==> src/rtl/portgroup_txn.sv <==
// Multi-channel transmit core: per-channel pending flags, round-robin fill of a small FIFO,
// valid/ready output stream tagged with channel. Optional parity output under PORTGROUP_TXN_PARITY_EN.
module portgroup_txn #(
    parameter int width_p = 8,
    parameter int chan_p  = 4,
    parameter int depth_p = 4,
    localparam int CW     = (chan_p > 1) ? $clog2(chan_p) : 1,
    localparam int AW     = $clog2(depth_p),
    localparam int LW     = AW + 1
) (
    input  logic                      main_clk_i,
    input  logic                      main_rst_i,
    input  logic                      regf_ctrl_ena_rval_i,
    input  logic [chan_p*width_p-1:0] regf_tx_data_rval_i,
    input  logic [chan_p-1:0]         regf_tx_data_wr_i,
    input  logic                      regf_status_ovf_clr_i,
    output logic [chan_p-1:0]         regf_status_ovf_o,
    output logic                      regf_status_busy_o,
    output logic [LW-1:0]             regf_status_lvl_o,
    output logic                      tx_valid_o,
    input  logic                      tx_ready_i,
    output logic [width_p-1:0]        tx_data_o,
`ifdef PORTGROUP_TXN_PARITY_EN
    output logic                      tx_par_o,
`endif
    output logic [CW-1:0]             tx_chan_o
);

    // Stream handshake: an entry transfers on any clock edge where tx_valid_o and tx_ready_i
    // are both high; while tx_valid_o is high and tx_ready_i low the head entry is held stable.
`ifdef PORTGROUP_TXN_PARITY_EN
    localparam int EW = 1 + CW + width_p;
`else
    localparam int EW = CW + width_p;
`endif

    logic [chan_p-1:0]  pending_q, pending_d;
    logic [chan_p-1:0]  ovf_q, ovf_d;
    logic [CW-1:0]      rr_q, rr_d;
    logic [AW-1:0]      wr_ptr_q, wr_ptr_d;
    logic [AW-1:0]      rd_ptr_q, rd_ptr_d;
    logic [LW-1:0]      lvl_q, lvl_d;
    logic [EW-1:0]      mem_q [depth_p];

    logic               hi_vld, lo_vld;
    logic [CW-1:0]      hi_idx, lo_idx;
    logic [CW-1:0]      grant_idx;
    logic               grant;
    logic [chan_p-1:0]  grant_vec;
    logic [width_p-1:0] grant_data;
    logic [EW-1:0]      push_entry;
    logic [EW-1:0]      head;
    logic               pop;
    logic               can_push;

    assign head       = mem_q[rd_ptr_q];
    assign tx_valid_o = (lvl_q != '0);
    assign pop        = tx_valid_o & tx_ready_i;
    assign can_push   = (lvl_q != LW'(depth_p)) | pop;

    // Lowest pending channel at or above rr_q wins; otherwise wrap to the lowest pending overall.
    always_comb begin
        hi_vld = 1'b0;
        hi_idx = '0;
        lo_vld = 1'b0;
        lo_idx = '0;
        for (int j = chan_p - 1; j >= 0; j--) begin
            if (pending_q[j]) begin
                lo_vld = 1'b1;
                lo_idx = CW'(j);
                if (CW'(j) >= rr_q) begin
                    hi_vld = 1'b1;
                    hi_idx = CW'(j);
                end
            end
        end
    end

    assign grant_idx = hi_vld ? hi_idx : lo_idx;
    assign grant     = lo_vld & can_push & regf_ctrl_ena_rval_i;
    assign grant_vec = grant ? (chan_p'(1) << grant_idx) : '0;

    always_comb begin
        grant_data = '0;
        for (int j = 0; j < chan_p; j++) begin
            if (grant_idx == CW'(j)) begin
                grant_data = regf_tx_data_rval_i[j*width_p +: width_p];
            end
        end
    end

`ifdef PORTGROUP_TXN_PARITY_EN
    assign push_entry = {^grant_data, grant_idx, grant_data};
`else
    assign push_entry = {grant_idx, grant_data};
`endif

    always_comb begin
        pending_d = pending_q;
        rr_d      = rr_q;
        wr_ptr_d  = wr_ptr_q;
        rd_ptr_d  = rd_ptr_q;
        lvl_d     = lvl_q;
        // A fresh overflow beats a simultaneous clear.
        ovf_d     = (ovf_q & ~{chan_p{regf_status_ovf_clr_i}})
                  | (regf_tx_data_wr_i & pending_q & ~grant_vec & {chan_p{regf_ctrl_ena_rval_i}});
        if (!regf_ctrl_ena_rval_i) begin
            pending_d = '0;
            wr_ptr_d  = '0;
            rd_ptr_d  = '0;
            lvl_d     = '0;
        end else begin
            pending_d = (pending_q & ~grant_vec) | regf_tx_data_wr_i;
            if (grant) begin
                rr_d     = (grant_idx == CW'(chan_p - 1)) ? '0 : grant_idx + CW'(1);
                wr_ptr_d = wr_ptr_q + AW'(1);
            end
            if (pop) begin
                rd_ptr_d = rd_ptr_q + AW'(1);
            end
            lvl_d = lvl_q + LW'(grant) - LW'(pop);
        end
    end

    always_ff @(posedge main_clk_i) begin
        if (main_rst_i) begin
            pending_q <= '0;
            ovf_q     <= '0;
            rr_q      <= '0;
            wr_ptr_q  <= '0;
            rd_ptr_q  <= '0;
            lvl_q     <= '0;
        end else begin
            pending_q <= pending_d;
            ovf_q     <= ovf_d;
            rr_q      <= rr_d;
            wr_ptr_q  <= wr_ptr_d;
            rd_ptr_q  <= rd_ptr_d;
            lvl_q     <= lvl_d;
        end
    end

    // Storage needs no reset: every read is qualified by a non-zero level.
    always_ff @(posedge main_clk_i) begin
        if (grant) begin
            mem_q[wr_ptr_q] <= push_entry;
        end
    end

    assign tx_data_o          = tx_valid_o ? head[width_p-1:0] : '0;
    assign tx_chan_o          = tx_valid_o ? head[width_p +: CW] : '0;
`ifdef PORTGROUP_TXN_PARITY_EN
    assign tx_par_o           = tx_valid_o ? head[EW-1] : 1'b0;
`endif
    assign regf_status_ovf_o  = ovf_q;
    assign regf_status_lvl_o  = lvl_q;
    assign regf_status_busy_o = (|pending_q) | tx_valid_o;

endmodule

==> config.mk <==
export PLATFORM = sky130hd
export DESIGN_NAME = portgroup_txn
export DESIGN_NICKNAME = d
export VERILOG_FILES = /design/src/rtl/portgroup_txn.sv
export SDC_FILE = /design/constraint.sdc
export NUM_CORES = 1
export LEC_CHECK = 0
export CORE_MARGIN = 3
export CORE_UTILIZATION = 50
export CTS_CLUSTER_DIAMETER = 50
export DETAILED_ROUTE_END_ITERATION = 7
export DONT_BUFFER_PORTS = 1
export SYNTH_ARGS = -nofsm -noshare
export SYNTH_HDL_FRONTEND = slang
export SYNTH_SLANG_ARGS = --single-unit
==> constraint.sdc <==
create_clock -name main_clk_i -period 4.43 [get_ports main_clk_i]
set_input_delay 1.329 -clock main_clk_i [delete_from_list [all_inputs] [get_ports main_clk_i]]
set_output_delay 1.329 -clock main_clk_i [all_outputs]
set_load 0.02 [all_outputs]
==> results by group, run 1 <==
Placement
  • Gpl congestion: 0.7742
  • DP HPWL: 4147 um
  • Number of port buffers: 0
  • DP Cell Count: 279

STA
  • Final critical-path required period: 3.243 ns
  • Hold Fails Final Rpt: 0
  • Slew Viols, Final: 0
  • RSZ-0062 raised after global routing: no
  • Fin crit share: 0.7321
  • Clock Skew: 0.006745 ns
  • Final setup fails: 0
  • FMAX: 308.3 MHz
  • Setup TNS: 0 ns
  • Least-Margin Pin Slew: 0.7517 ns
  • Relative slew margins: 0.4978

Power and ir drop
  • Power Density: 412.2 mW/mm2
  • Peak supply drop: 0.2514 mV
  • Power after layout: 1.249 mW
  • P_leak: 1.037 nW

Logic synthesis
  • Post-synth top area share: 0.4272
  • Ys async rst share: 0
  • Syn Inst Count: 219
  • Mapped Area: 0.002811 mm2
  • EDFF count, synth: 40
  • Netlist cell types: 42
  • Post-synth top area cell: edfxtp_1
  • Synth area leaders: edfxtp_1 43%, dfxtp_1 14%, mux4_2 8.0%
  • Top FF cell, synth: edfxtp_1
  • Avg Cell Area, Syn: 12.84 um2
  • Seq/Total Area, Yosys: 0.5625
  • Post-Syn Nets: 271
  • FF+latch count, synth: 59
  • Yosys warnings: 0

Die
  • Num ports: 60
  • Initial Util: 0.5335
  • Cell Rows: 26
  • Die Width: 80.99 um
  • Die H: 80.99 um
  • Core footprint: 0.005270 mm2
  • Die ar.: 0.006559 mm2

Final layout
  • Layout Utilization: 0.5750
  • Post-Layout Cell Count: 295
  • Layout cell share with drive strength beyond 1: 0.1511
  • # diodes: 0
  • Multi-input gate area: 0.001124 mm2
  • Commonest non-fill, non-tap cell in the layout: edfxtp_1
  • Most frequent cells in the layout: 40 x edfxtp_1, 24 x nor2b_1, 19 x dfxtp_1, 14 x inv_1, 13 x nand2_1
  • Fill count: 445
  • Sequential Area: 0.001582 mm2
  • Fin nets: 272
  • Synthesis-to-finish area growth: 7.788%

Clock tree
  • Clk slew on worst S/H paths: 0.06 ns
  • Post CTS Setup Buffer Count: 0
  • Root Driver: clkbuf_8
  • Max Buffers Root-to-Sink: 2
  • Clock Latency Late Sink: 0.33 ns
  • CTS tree: yes
  • CTS Hold Bufs: 0
  • Inserted Clock Buffers: 9
  • Cts repair resizes: 0
  • H-tree depth: 3
  • Clock sinks: 59

Global routing
  • Largest net degree at the start of global routing: 19
  • GRT Residual Overflow: 0
  • Busiest layer in global routing: met2
  • Vias in the first global route: 1876
  • Met3 GRT Util: 0.04989
  • Total global-route track usage: 0.1999
  • Initial antenna violation count: 0
  • Met1 global-route usage: 0.2478
  • First-pass GRT wire length: 9335 um
  • Met2 usage: 0.3227

Drt
  • Via count: 1783
  • First-pass DRT Iterations: 4
  • Residual DRC: 0
  • Antenna-violating nets left: 0
  • Drt initial violations: 95
  • WL per Instance: 19.62 um
  • Final WL: 5787 um
  • Vias/cell: 6.044

Critical path
  • Crit-path slowest cell: dfxtp_1
  • CP delay by family, top: flip-flops
  • Critical path data required time: 3.10 ns
  • FF-to-FF path depth: 7
  • Worst-path cell chain: mux4_2 -> nor2b_1
  • Path length in cells of the critical path: 2
  • Critical R2R Launch: pending_q[0]$_SDFF_PP0_
  • FF-to-FF setup slack: 1.35 ns
  • CP peak stage delay: 0.77 ns
  • Crit-path max FO: 10
  • CP endpoint kind: primary output
  • Reg-to-reg endpoint: mem_q[3][2]$_DFFE_PP_
  • Crit path buffers/inverters: 0
  • WP data arrival: 1.91 ns
  • Crit path launch type: flop
  • Setup CP Type: reg2out

Run
  • Max-Cap Viols: 0

Hold path
  • WHS Endpoint: wr_ptr_q[1]$_SDFFE_PP0P_
  • Hold wc startpoint: wr_ptr_q[1]$_SDFFE_PP0P_
  • Worst hold path type: reg2reg
  • Hold Path Depth: 2

Outcome
  • Outcome: complete, no violations
[cells in the mapped netlist (2+ instances only)]
cell type  number
or2_2           2
a31o_2          2
edfxtp_1       40
mux4_2         10
clkbuf_1        8
o21ai_0         5
a221oi_1        8
nand2_1        13
xor2_1          2
nand2b_1        3
inv_1          14
a21o_1          3
nand3_1         4
xnor2_1         2
a31oi_1         7
ha_1           10
mux2i_1         2
a41oi_1         2
o31ai_1         9
nor2_1          5
nor2b_1        24
and2_2          4
dfxtp_1        19
and2_1          3
[final cells by class]
class | count | share of cell area
clock buffers | 12 | 0.04459
flip-flops and latches | 59 | 0.5219
repair buffers | 1 | 0.002477
well taps | 70 | 0.02890
multi-input cells | 135 | 0.3708
clock inverters | 4 | 0.01404
inverters | 14 | 0.01734
[sequential cells by signal, summed over array words and instances (netlist names), named ones only]
signal / flops
mem_q: 40
pending_q: 4
rd_ptr_q: 2
regf_status_lvl_o: 3
regf_status_ovf_o: 4
rr_q: 2
wr_ptr_q: 2
[metrics by stage]
step                cell area, um2  worst slack, ns  hold WS, ns
CTS                           3030            1.116       0.5003
finish                        3030            1.187       0.4954
floorplan                     2811            1.091       0.4677
detailed placement            2853            1.059       0.4924
global placement              2853            1.108       0.4777
global route                  3030            1.007       0.5376
[metal layers]
layer | share of wire | routed length [um] | vias to the layer above
met4 | 0.025 | 146 | 0
met1 | 0.42 | 2429 | 884
met2 | 0.49 | 2862 | 68
li1 | - | - | 819
met5 | 0 | 0 | -
met3 | 0.060 | 349 | 12
[worst max path at each step]
| stage | from | end | slack [ns] |
|---|---|---|---|
| after floorplan | tx_ready_i | regf_status_lvl_o[2]$_SDFF_PP0_ | 1.09 |
| after global placement | tx_ready_i | regf_status_lvl_o[2]$_SDFF_PP0_ | 1.11 |
| after detailed placement | tx_ready_i | regf_status_lvl_o[2]$_SDFF_PP0_ | 1.06 |
| after CTS | flop | tx_data_o[6] | 1.12 |
| after global routing | pending_q[0]$_SDFF_PP0_ | mem_q[1][2]$_DFFE_PP_ | 1.01 |
| final | flop | tx_data_o[6] | 1.19 |
[worst reg2reg max path, stage by stage (launching register included)]
cell      delay (ns)
dfxtp_1         0.39
nor2b_1         0.20
o21ai_0         0.18
and3_1          0.30
ha_1            0.40
nor2b_1         0.58
a221oi_1        0.17
o31ai_1         0.58
[cell families (layout without fill, tap and decap cells)]
| logic type | Yosys count | in the layout | synth area share |
|---|---|---|---|
| fa+ha+maj | 11 | 11 | 0.05162 |
| buf+inv | 25 | 31 | 0.03783 |
| xor+xnor | 4 | 4 | 0.01246 |
| flops | 59 | 59 | 0.5625 |
| simple gates | 65 | 65 | 0.1344 |
| compound gates | 43 | 43 | 0.1139 |
| mux | 12 | 12 | 0.08723 |
[report_power, final]
part	internal, mW	switching, mW
clock	0.256	0.194
sequential	0.623	0.0160
combinational	0.0607	0.0998
total	0.939	0.310
(Power assumes the default switching activity.)
==> run 2, diff against run 1 <==
clock period = 3.1 ns   (was 4.43 ns; I/O delays follow)
==> run 2 against run 1 <==
  * Final cell count grew 1.0%
  * Global-route usage up 0.12 points
  * Critical path depth is 5 higher
  * Clock skew grew 0.0017 ns
  * Combinational power is 47% higher
  * Worst setup slack lost 0.89 ns
  * Critical path type is now reg2reg
==> results by group, run 2 (synthesis results as in run 1) <==
Drt
  • Final WL: 5879 um (+1.6%)
  • Metal3 WL: 279 um (-20%)
  • Met1 Routed Length: 2500 um (+2.9%)
  • First-pass DRT Iterations: 4 (unchanged)
  • Antenna-violating nets left: 0 (unchanged)
  • Drt initial violations: 85 (-11%)
  • WL per Instance: 19.73 um (+0.57%)
  • Residual DRC: 0 (unchanged)
  • Max layer used: met4
  • Via count: 1755 (-1.6%)
  • Met2 WL: 2951 um (+3.1%)
  • Vias/cell: 5.889 (-2.6%)

Critical path
  • WP data arrival: 2.85 ns (+0.94 ns)
  • Setup CP Type: reg2reg
  • CP endpoint kind: flop
  • Crit path top cell by count: nor2b_1
  • Crit path launch type: flop
  • Critical path data required time: 3.15 ns (+0.05 ns)
  • Crit-path slowest cell: o31ai_1
  • Crit-path max FO: 8 (-2)
  • Worst-path cell chain: nor2b_1 -> o21ai_0 -> and3_1 -> ha_1 -> nor2b_1 -> a221oi_1 -> o31ai_1
  • CP peak stage delay: 0.57 ns (-0.20 ns)

Power and ir drop
  • Sequential power share: 0.505 (-0.007)
  • Combinational Power Share: 0.131 (+0.002)
  • Power after layout: 1.804 mW (+44%)
  • P_sw: 0.4586 mW (+48%)
  • Internal: 1.345 mW (+43%)
  • Peak supply drop: 0.3637 mV (+45%)
  • Clk pwr share: 0.364 (+0.004)
  • Switching part of the total: 0.2542 (+0.006390)
  • Power Density: 589.7 mW/mm2 (+43%)
  • P_leak: 1.057 nW (+1.9%)

Final layout
  • Commonest non-fill, non-tap cell in the layout: edfxtp_1
  • Most frequent cells in the layout: 40 x edfxtp_1, 24 x nor2b_1, 19 x dfxtp_1, 14 x inv_1, 13 x nand2_1
  • Design area: 0.003059 mm2 (+0.95%)
  • Layout Utilization: 0.5805 (+0.005460)
  • Layout cell share with drive strength beyond 1: 0.1754 (+0.02433)
  • Top reg by flops: mem_q
  • Multi-input gate area: 0.001124 mm2 (unchanged)
  • Sequential Area: 0.001582 mm2 (unchanged)
  • Synthesis-to-finish area growth: 8.812%
  • Post-Layout Cell Count: 298 (+1.0%)
  • Fin nets: 275 (+1.1%)
  • # diodes: 0 (unchanged)
  • Max FFs per register: 40 (unchanged)
  • Fill count: 433 (-2.7%)

Placement
  • DP Cell Count: 282 (+1.1%)
  • Post-Place Cell Area: 0.002875 mm2 (+0.79%)
  • Gpl congestion: 0.7882 (+1.8%)
  • Number of port buffers: 0 (unchanged)
  • Pre-CTS WS: 0.1092 ns (-0.9502 ns)
  • DP HPWL: 4197 um (+1.2%)

Die
  • Initial Util: 0.5335 (unchanged)
  • Die Width: 80.99 um (unchanged)
  • Core footprint: 0.005270 mm2 (unchanged)
  • Die H: 80.99 um (unchanged)
  • Cell Rows: 26 (unchanged)
  • Die ar.: 0.006559 mm2 (unchanged)
  • Num ports: 60 (unchanged)

STA
  • Setup TNS: 0 ns (unchanged)
  • RSZ-0062 raised after global routing: no
  • Final critical-path required period: 2.802 ns
  • Clock Skew: 0.008447 ns (+0.001702 ns)
  • Final setup fails: 0 (unchanged)
  • Relative slew margins: 0.5209 (+0.02308)
  • Slew Viols, Final: 0 (unchanged)
  • Final hold slack: 0.5148 ns (+0.01941 ns)
  • FMAX: 356.9 MHz
  • Worst Setup Slack, final: 0.2980 ns (-0.8888 ns)
  • Fin crit share: 0.9039
  • Hold Fails Final Rpt: 0 (unchanged)
  • Least-Margin Pin Slew: 0.7172 ns (-0.03455 ns)

Clock tree
  • Cts repair resizes: 0 (unchanged)
  • CTS Hold Bufs: 0 (unchanged)
  • Clock sinks: 59 (unchanged)
  • H-tree depth: 3 (unchanged)
  • Clk slew on worst S/H paths: 0.06 ns (about the same)
  • Inserted Clock Buffers: 9 (unchanged)
  • Max Buffers Root-to-Sink: 2 (unchanged)
  • CTS tree: yes
  • Clock Latency Late Sink: 0.33 ns (about the same)
  • Post CTS Setup Buffer Count: 0 (unchanged)
  • Root Driver: clkbuf_8

Global routing
  • Vias in the first global route: 1895 (+1.0%)
  • GRT Residual Overflow: 0 (unchanged)
  • First-pass GRT wire length: 9501 um (+1.8%)
  • Initial antenna violation count: 0 (unchanged)
  • Total global-route track usage: 0.2011 (+0.001238)
  • Largest net degree at the start of global routing: 19 (unchanged)

Hold path
  • Worst hold path type: reg2reg

Outcome
  • Outcome: complete, no violations

Run
  • Max-Cap Viols: 0 (unchanged)
-- run 2: changes by cell type in the layout (fill, tap and decap cells not counted), sizes merged --
cell,change
clkbuf,-2
buf,+3
clkinvlp,+1
clkinv,+1
-- run 2: power by group through the flow --
stage | clock, mW | combinational (mW) | sequential (mW)
after floorplan | 0 | 0.187 | 0.922
after global placement | 0 | 0.226 | 0.925
after detailed placement | 0 | 0.238 | 0.927
after CTS | 0.668 | 0.240 | 0.910
after global routing | 0.704 | 0.265 | 0.913
final | 0.657 | 0.237 | 0.910
-- run 2: path summary, 6_finish.rpt --
| kind | from | end | slack (ns) | cells after the start |
|---|---|---|---|---|
| worst max-delay path | pending_q[0]$_SDFF_PP0_ | mem_q[3][2]$_DFFE_PP_ | 0.30 | 7 |
| worst min-delay path | wr_ptr_q[1]$_SDFFE_PP0P_ | wr_ptr_q[1]$_SDFFE_PP0P_ | 0.51 | 2 |
| worst max register to register | pending_q[0]$_SDFF_PP0_ | mem_q[3][2]$_DFFE_PP_ | 0.30 | 7 |
| worst min register to register | wr_ptr_q[1]$_SDFFE_PP0P_ | wr_ptr_q[1]$_SDFFE_PP0P_ | 0.51 | 2 |
-- run 2: critical path: cells and delay by family, from the launching register on --
family / cells / cell delay (ns)
compound gates: 3 / 0.90
fa+ha+maj: 1 / 0.24
simple gates: 3 / 0.98
flops: 1 / 0.40
-- run 2: cell type report --
cell class,instances,area share
tap,70,0.02863
clock buffer,10,0.04172
timing repair buffer,4,0.009816
multi-input combinational,135,0.3673
clock inverter,6,0.01840
inverter,14,0.01718
sequential,59,0.5170
-- run 2: per-layer routing --
| metal | up-vias | track usage |
|---|---|---|
| li1 | 827 | - |
| met1 | 859 | 0.2469 |
| met2 | 57 | 0.3325 |
| met5 | - | 0 |
| met4 | 0 | 0.1014 |
| met3 | 12 | 0.04656 |
==> run 3, diff against run 2 <==
CELL_PAD_IN_SITES_DETAIL_PLACEMENT = 0   (was unset)
CELL_PAD_IN_SITES_GLOBAL_PLACEMENT = 1   (was unset)
PLACE_DENSITY_LB_ADDON = 0.1   (was unset)
clock period = 3.58 ns   (was 3.1 ns; I/O delays follow)
==> run 3 against run 2 <==
  * Sequential share of layout area is 0.085 points higher
  * Via count is 3.5% lower
  * Die area stayed put
  * Clock-buffer cell count stayed put
  * Clock power is 12% lower
  * Critical path type unchanged
  * Largest power group unchanged
==> results by group, run 3 (synthesis results as in run 1) <==
Clock tree
  • CTS Hold Bufs: 0 (unchanged)
  • Clock Latency Late Sink: 0.32 ns (about the same)
  • Clock sinks: 59 (unchanged)
  • Clk slew on worst S/H paths: 0.07 ns (about the same)
  • Max Buffers Root-to-Sink: 2 (unchanged)
  • CTS tree: yes
  • Inserted Clock Buffers: 9 (unchanged)
  • H-tree depth: 3 (unchanged)
  • Cts repair resizes: 0 (unchanged)
  • Root Driver: clkbuf_8
  • Post CTS Setup Buffer Count: 0 (unchanged)

Placement
  • Gpl congestion: 0.7718 (-2.1%)
  • DP HPWL: 3951 um (-5.9%)
  • Pre-CTS WS: 0.4480 ns (+0.3388 ns)
  • Number of port buffers: 0 (unchanged)

Power and ir drop
  • P_leak: 1.041 nW (-1.5%)
  • Peak supply drop: 0.3330 mV (-8.4%)
  • Power Density: 513.6 mW/mm2 (-13%)

STA
  • Clock Skew: 0.008686 ns (+0.0002392 ns)
  • Setup TNS: 0 ns (unchanged)
  • Hold Fails Final Rpt: 0 (unchanged)
  • Slew Viols, Final: 0 (unchanged)
  • Fin crit share: 0.8358 (-0.06802)
  • FMAX: 334.2 MHz (-6.4%)
  • Least-Margin Pin Slew: 0.7321 ns (+0.01489 ns)
  • RSZ-0062 raised after global routing: no
  • Worst Setup Slack, final: 0.5877 ns (+0.2897 ns)
  • Final setup fails: 0 (unchanged)
  • Final critical-path required period: 2.992 ns (+0.1903 ns)
  • Relative slew margins: 0.5110 (-0.009949)

Final layout
  • # diodes: 0 (unchanged)
  • Fill count: 419 (-3.2%)
  • Top reg by flops: mem_q
  • Commonest non-fill, non-tap cell in the layout: edfxtp_1
  • Multi-input gate area: 0.001124 mm2 (unchanged)
  • Most frequent cells in the layout: 40 x edfxtp_1, 24 x nor2b_1, 19 x dfxtp_1, 14 x inv_1, 13 x nand2_1
  • Layout cell share with drive strength beyond 1: 0.1726 (-0.002872)
  • Layout Utilization: 0.5795 (-0.0009490)
  • Max FFs per register: 40 (unchanged)
  • Sequential Area: 0.001582 mm2 (unchanged)
  • Synthesis-to-finish area growth: 8.634%
  • Fin nets: 273 (-0.73%)

Die
  • Core footprint: 0.005270 mm2 (unchanged)
  • Die H: 80.99 um (unchanged)
  • Initial Util: 0.5335 (unchanged)
  • Die ar.: 0.006559 mm2 (unchanged)
  • Die Width: 80.99 um (unchanged)
  • Cell Rows: 26 (unchanged)
  • Num ports: 60 (unchanged)

Drt
  • WL per Instance: 17.96 um (-8.9%)
  • Drt initial violations: 61 (-28%)
  • Antenna-violating nets left: 0 (unchanged)
  • Via count: 1694 (-3.5%)
  • Residual DRC: 0 (unchanged)
  • Final WL: 5317 um (-9.6%)
  • Vias/cell: 5.723 (-2.8%)
  • First-pass DRT Iterations: 4 (unchanged)

Critical path
  • Crit path top cell by count: nor2b_1
  • Setup CP Type: reg2reg
  • CP peak stage delay: 0.65 ns (+0.08 ns)
  • Critical path data required time: 3.61 ns (+0.46 ns)
  • Crit-path slowest cell: o31ai_1
  • CP delay by family, top: compound AO/OA/AOI/OAI gates
  • Crit path buffers/inverters: 0 (unchanged)
  • Worst-path cell chain: nor2b_1 -> o21ai_0 -> and3_1 -> ha_1 -> nor2b_1 -> a221oi_1 -> o31ai_1
  • WP data arrival: 3.02 ns (+0.17 ns)
  • CP endpoint kind: flop
  • Crit path launch type: flop
  • Crit-path max FO: 11 (+3)
  • FF-to-FF setup slack: 0.59 ns (+0.29 ns)

Global routing
  • Vias in the first global route: 1730 (-8.7%)
  • Total global-route track usage: 0.1797 (-0.02149)
  • First-pass GRT wire length: 8569 um (-9.8%)
  • Largest net degree at the start of global routing: 19 (unchanged)
  • GRT Residual Overflow: 0 (unchanged)
  • Initial antenna violation count: 0 (unchanged)

Outcome
  • Outcome: complete, no violations

Run
  • Max-Cap Viols: 0 (unchanged)

Hold path
  • Worst hold path type: reg2reg
-- run 3: cell count changes in the layout (fill, tap and decap cells not counted), sizes merged --
cell      delta
buf          -2
clkinv       -2
clkinvlp     +2
-- run 3: final cells by class --
cell class,count,share of cell area
inverters,14,0.01721
flip-flops and latches,59,0.5178
clock inverters,6,0.02171
clock buffers,10,0.04179
well taps,70,0.02868
multi-input cells,135,0.3679
repair buffers,2,0.004916
-- run 3: final timing paths --
check / startpoint / depth (start not counted) / to
min: wr_ptr_q[1]$_SDFFE_PP0P_ / 2 / wr_ptr_q[1]$_SDFFE_PP0P_
min reg2reg: wr_ptr_q[1]$_SDFFE_PP0P_ / 2 / wr_ptr_q[1]$_SDFFE_PP0P_
max: pending_q[0]$_SDFF_PP0_ / 7 / mem_q[0][7]$_DFFE_PP_
max reg2reg: pending_q[0]$_SDFF_PP0_ / 7 / mem_q[0][7]$_DFFE_PP_
-- run 3: tightest hold or removal path: stages, from the launching register on --
cell,delay (ns)
dfxtp_1,0.34
nand2_1,0.07
mux2i_1,0.06
-- run 3: metrics by stage --
step                      instances  power, mW  area (um2)  hold WS, ns
after floorplan                 219     0.9600        2811       0.4677
after CTS                       296      1.583        3054       0.5130
after detailed placement        280      1.007        2860       0.5032
after global routing            296      1.639        3054       0.5622
after global placement          280     0.9947        2860       0.4770
final                           296      1.569        3054       0.5108
-- run 3: power by group --
group	switching, mW	total, mW	internal [mW]
clock	0.258	0.579	0.321
sequential	0.0196	0.790	0.771
combinational	0.122	0.199	0.0775
total	0.399	1.57	1.17
-- run 3: per-layer routing --
metal	vias up	global-route usage	share of wire
li1	816	-	-
met1	816	0.2454	0.46
met2	54	0.2750	0.46
met3	8	0.03991	0.057
met4	0	0.08108	0.016
met5	-	0	0
